**src/rtl/button_debouncer_multi.sv**
```systemverilog
// Multi-channel button conditioner: per-channel synchroniser, debounce filter,
// press/release pulses, one-shot long press and auto-repeat while held.
module button_debouncer_multi #(
  parameter int unsigned NUM_BTNS        = 4,
  parameter int unsigned SYNC_STAGES     = 2,
  parameter int unsigned DEBOUNCE_CYCLES = 250000,
  parameter int unsigned HOLD_CYCLES     = 50000000,
  parameter int unsigned REPEAT_CYCLES   = 10000000
) (
  input  logic                clk_i,
  input  logic                reset_i,
  input  logic [NUM_BTNS-1:0] btn_i,
  output logic [NUM_BTNS-1:0] level_o,
  output logic [NUM_BTNS-1:0] press_o,
  output logic [NUM_BTNS-1:0] release_o,
  output logic [NUM_BTNS-1:0] long_o,
  output logic [NUM_BTNS-1:0] repeat_o
);

  localparam int unsigned DW = $clog2(DEBOUNCE_CYCLES + 1);
  // A zero-valued HOLD/REPEAT disables the feature; keep a 1-bit counter so widths stay legal.
  localparam int unsigned HW = (HOLD_CYCLES == 0)   ? 1 : $clog2(HOLD_CYCLES + 1);
  localparam int unsigned RW = (REPEAT_CYCLES == 0) ? 1 : $clog2(REPEAT_CYCLES + 1);

  localparam logic [DW-1:0] DEB_LAST  = DW'(DEBOUNCE_CYCLES - 1);
  localparam logic [HW-1:0] HOLD_LAST = HW'((HOLD_CYCLES == 0) ? 0 : HOLD_CYCLES - 1);
  localparam logic [RW-1:0] REP_LAST  = RW'((REPEAT_CYCLES == 0) ? 0 : REPEAT_CYCLES - 1);

  typedef enum logic [1:0] {
    IDLE,
    PRESS_CHK,
    HELD,
    RELEASE_CHK
  } state_t;

  logic [SYNC_STAGES-1:0] sync_q    [NUM_BTNS];
  state_t                 state_q   [NUM_BTNS];
  logic [DW-1:0]          deb_q     [NUM_BTNS];
  logic [HW-1:0]          hold_q    [NUM_BTNS];
  logic [RW-1:0]          rep_q     [NUM_BTNS];
  logic [NUM_BTNS-1:0]    rep_phase_q;
  logic [NUM_BTNS-1:0]    s;

  always_comb begin
    s = '0;
    for (int unsigned i = 0; i < NUM_BTNS; i++) begin
      s[i] = sync_q[i][SYNC_STAGES-1];
    end
  end

  always_ff @(posedge clk_i) begin
    if (reset_i) begin
      for (int unsigned i = 0; i < NUM_BTNS; i++) begin
        sync_q[i]  <= '0;
        state_q[i] <= IDLE;
        deb_q[i]   <= '0;
        hold_q[i]  <= '0;
        rep_q[i]   <= '0;
      end
      rep_phase_q <= '0;
      level_o     <= '0;
      press_o     <= '0;
      release_o   <= '0;
      long_o      <= '0;
      repeat_o    <= '0;
    end else begin
      press_o   <= '0;
      release_o <= '0;
      long_o    <= '0;
      repeat_o  <= '0;
      for (int unsigned i = 0; i < NUM_BTNS; i++) begin
        sync_q[i] <= {sync_q[i][SYNC_STAGES-2:0], btn_i[i]};
        case (state_q[i])
          IDLE: begin
            if (s[i]) begin
              state_q[i] <= PRESS_CHK;
              deb_q[i]   <= '0;
            end
          end
          PRESS_CHK: begin
            if (!s[i]) begin
              state_q[i] <= IDLE;
            end else if (deb_q[i] == DEB_LAST) begin
              state_q[i]     <= HELD;
              press_o[i]     <= 1'b1;
              level_o[i]     <= 1'b1;
              hold_q[i]      <= '0;
              rep_q[i]       <= '0;
              rep_phase_q[i] <= 1'b0;
            end else begin
              deb_q[i] <= deb_q[i] + DW'(1);
            end
          end
          HELD: begin
            if (!s[i]) begin
              state_q[i] <= RELEASE_CHK;
              deb_q[i]   <= '0;
            end else if (HOLD_CYCLES != 0 && !rep_phase_q[i]) begin
              if (hold_q[i] == HOLD_LAST) begin
                long_o[i]      <= 1'b1;
                rep_phase_q[i] <= 1'b1;
                rep_q[i]       <= '0;
              end else begin
                hold_q[i] <= hold_q[i] + HW'(1);
              end
            end else if (rep_phase_q[i] && REPEAT_CYCLES != 0) begin
              if (rep_q[i] == REP_LAST) begin
                repeat_o[i] <= 1'b1;
                rep_q[i]    <= '0;
              end else begin
                rep_q[i] <= rep_q[i] + RW'(1);
              end
            end
          end
          RELEASE_CHK: begin
            // Hold/repeat progress is kept across a rejected release glitch.
            if (s[i]) begin
              state_q[i] <= HELD;
            end else if (deb_q[i] == DEB_LAST) begin
              state_q[i]   <= IDLE;
              release_o[i] <= 1'b1;
              level_o[i]   <= 1'b0;
            end else begin
              deb_q[i] <= deb_q[i] + DW'(1);
            end
          end
          default: state_q[i] <= IDLE;
        endcase
      end
    end
  end

endmodule
```
**config.mk**
```make
export PLATFORM = sky130hd
export DESIGN_NAME = button_debouncer_multi
export DESIGN_NICKNAME = d
export VERILOG_FILES = /design/src/rtl/button_debouncer_multi.sv
export SDC_FILE = /design/constraint.sdc
export NUM_CORES = 1
export LEC_CHECK = 0
export ABC_AREA = 1
export ABC_CLOCK_PERIOD_IN_PS = 3400
export CORE_MARGIN = 10
export CORE_UTILIZATION = 45
export DETAILED_ROUTE_END_ITERATION = 8
export GPL_TIMING_DRIVEN = 0
export PLACE_DENSITY_LB_ADDON = 0.25
export SYNTH_ARGS = -nofsm -noshare
export SYNTH_HDL_FRONTEND = slang
export SYNTH_SLANG_ARGS = --single-unit
```
**constraint.sdc**
```tcl
create_clock -name clk_i -period 3.4 [get_ports clk_i]
set_input_delay 0.34 -clock clk_i [delete_from_list [all_inputs] [get_ports clk_i]]
set_output_delay 0.34 -clock clk_i [all_outputs]
set_load 0.01 [all_outputs]
```
==> impl_metrics.env <==
export IMPL_dr_total_vias=15500
export IMPL_route_detailed_drc=0
export IMPL_die_area_um2=49900
export IMPL_die_h_um=223
export IMPL_wl_met3_mm=2.01
export IMPL_dr_pass1_iters=5
export IMPL_highest_layer="met4"
export IMPL_arrival_ps=3270
export IMPL_swShare_pct=23.9
export IMPL_io_buffer_count=24
export IMPL_worstPathCellList="ha_1 > nand2_1 > nor2_1 > nand3_1 > nor2_1 > nand2_1 > nand3_1"
export IMPL_fin_area_um2=20700
export IMPL_ys_top_cells_by_area="edfxtp_1 45%, nand2_1 12%, nor2_1 10%"
export IMPL_wl_met2_mm=18.4
export IMPL_clock_root_buffer="clkbuf_16"
export IMPL_cts_buffers=37
export IMPL_synth_top_cell_by_area="edfxtp_1"
export IMPL_row_count=74
export IMPL_cts_tree="done"
export IMPL_period_share_pct=91.6
export IMPL_area_delta_synth_final_pct=11.4
export IMPL_yosys_warnings=0
export IMPL_status="finished clean"
export IMPL_rsz0062_at_grt="false"
export IMPL_antenna_found_initial=0
export IMPL_min_period_ps=3120
export IMPL_setup_viol=0
export IMPL_power_mw=9.12
export IMPL_ioPinCount=26
export IMPL_gp_congestion=0.932
export IMPL_hp_class="input pin to flip-flop"
export IMPL_detailed_place_area_um2=19500
export IMPL_hpwl_mm=30.2
export IMPL_reg2reg_depth=7
export IMPL_power_density_nw_per_um2=441
export IMPL_gr_total_overflow=0
export IMPL_whs_path_depth=4
export IMPL_worstPathMaxFanout=24
export IMPL_synth_edf_count=280
export IMPL_grt_use_total_pct=16.3
export IMPL_clkSinkCount=312
export IMPL_clk_path_buf_depth=3
export IMPL_start_util_pct=45.6
export IMPL_insertion_delay_ps=550
export IMPL_p_clk_share_pct=43.3
export IMPL_grt_pass1_vias=14700
export IMPL_coreArea_um2=40800
export IMPL_synth_cell_type_count=44
export IMPL_required_ps=3550
export IMPL_relSlewSlack_pct=19.4
export IMPL_fin_worst_skew_ps=18.0
export IMPL_combPwrFrac_pct=6.0
export IMPL_mostFrequentLayoutCells="571 x nand2_1, 510 x nor2_1, 284 x inv_1"
export IMPL_syn_cell_area_um2=18600
export IMPL_finalMaxSlewViolations=0
export IMPL_startpoint_type="flip-flop"
export IMPL_clk_pin_slew_ps=50
export IMPL_nets=2464
export IMPL_routed_via_density=5.17
export IMPL_htreeDepth=2
export IMPL_drt_iter0_drc=1179
export IMPL_hold_ws_ps=236
export IMPL_grt_pass1_wl_mm=69.9
export IMPL_cap_violations=0
export IMPL_synth_top_area_share_pct=45.2
export IMPL_final_hold_viol_count=0
export IMPL_die_x_um=223
export IMPL_p_sw_mw=2.18
export IMPL_vdd_ir_drop_max_v=0.000356
export IMPL_seqPwrFrac_pct=50.7
export IMPL_wl_per_cell_um=13.8
export IMPL_postSynthCellCount=2382
export IMPL_syn_nets=2400
export IMPL_async_flop_share_pct=0
export IMPL_critPathMaxStageDelay_ps=800
export IMPL_worst_setup_path_type="flip-flop to flip-flop"
export IMPL_layout_drive_gt1_share_pct=5.21
export IMPL_finalSetupTns_ps=0
export IMPL_synth_avg_cell_area_um2=7.81
export IMPL_final_common_cell="nand2_1"
export IMPL_grt_max_degree=27
export IMPL_power_internal_mw=6.94
export IMPL_synthFlopType="edfxtp_1"
export IMPL_tightest_slew_ps=1210
export IMPL_worst_path_max_delay_cell="nand3_1"
export IMPL_ys_seq_elements=312
export IMPL_antenna_cells=0
export IMPL_wirelength_met1_mm=20.3
export IMPL_drt_wl_total_mm=41.5
export IMPL_seq_area_frac_synth_pct=48.6
export IMPL_antenna_left=0
export IMPL_end_kind="flip-flop"
export IMPL_clock_fmax_mhz=321
export IMPL_power_leakage_nw=7.54
[final cells by class]
cell class | count | area, um2
Buffer | 26 | 179
Fill cell | 3891 | 20100
Multi-Input combinational cell | 1757 | 8300
Clock inverter | 20 | 211
Clock buffer | 47 | 985
Sequential cell | 312 | 9050
Inverter | 287 | 1080
Timing Repair Buffer | 25 | 248
Tap cell | 532 | 666
[power by group through the flow]
stage | Sequential [mW] | Combinational [mW] | Clock [mW]
6_report | 4.62 | 0.547 | 3.95
5_1_grt | 4.66 | 0.630 | 4.22
4_1_cts | 4.62 | 0.549 | 4.07
3_5_place_dp | 4.70 | 0.546 | 0
3_3_place_gp | 4.69 | 0.537 | 0
2_1_floorplan | 4.63 | 0.435 | 0
[repair_timing]
action | in CTS | in global routing
hold buffers | 0 | 0
setup endpoints to repair | 0 | 44
gates resized for setup | 0 | 1
buffers inserted | 0 | 1
[worst max-delay path, delay by kind of cell, from the launching register on]
family	cells	cell delay, ps
adder cells (fa/ha/maj)	1	330
flip-flops	1	470
AND/OR/NAND/NOR	6	1930
[routing by layer]
| metal | global-route usage [%] | vias to the layer above |
|---|---|---|
| met5 | 0 | - |
| met3 | 2.51 | 63 |
| li1 | - | 7960 |
| met1 | 22.2 | 7201 |
| met2 | 26.1 | 319 |
| met4 | 4.86 | 0 |
[cells in the mapped netlist, types with 5 or more instances]
master    instances
nor4_1            6
nand2_1         572
dfxtp_1          32
inv_1           284
xnor2_1          43
xor2_1           70
o21ai_0          28
a21oi_1         110
edfxtp_1        280
nor2_2           15
or2_2            13
nand4_1          92
nor2_1          510
nand3b_1         30
nand3_1         136
nor2_4            5
ha_1             12
buf_2            14
nand2_2          12
nor3_1           76
[per-stage QoR]
step                      std cells  utilization [%]  setup slack, ps
after floorplan                2382                -              984
after global placement         2938             47.8             92.1
after detailed placement       2938             47.8             84.8
after CTS                      3005             50.7             50.8
after global routing           3006             50.7             38.2
final                          3006             50.7              284
[state kept, by name, summed over array words and instances (netlist names)]
register / count
deb_q: 72
long_o: 4
state_q: 8
level_o: 4
release_o: 4
rep_phase_q: 4
rep_q: 96
hold_q: 104
sync_q: 8
press_o: 4
repeat_o: 4
[worst paths after layout]
path / from / to / slack, ps
setup / recovery: hold_q[3][0] / rep_q[3][8] / 280
hold / removal: reset_i / release_o[3] / 240
setup reg to reg: hold_q[3][0] / rep_q[3][8] / 280
hold reg to reg: sync_q[3][0] / sync_q[3][1] / 400
[cells by family (layout without fill, tap and decap cells)]
family	after synthesis	after routing	share of synthesized area, %
simple gates	1478	1478	34.1
xor+xnor	113	113	5.32
fa+ha+maj	12	12	0.807
compound gates	154	154	4.33
flops	312	312	48.6
buf+inv	313	405	6.75
No activity file was read; power rests on OpenSTA's default activity.
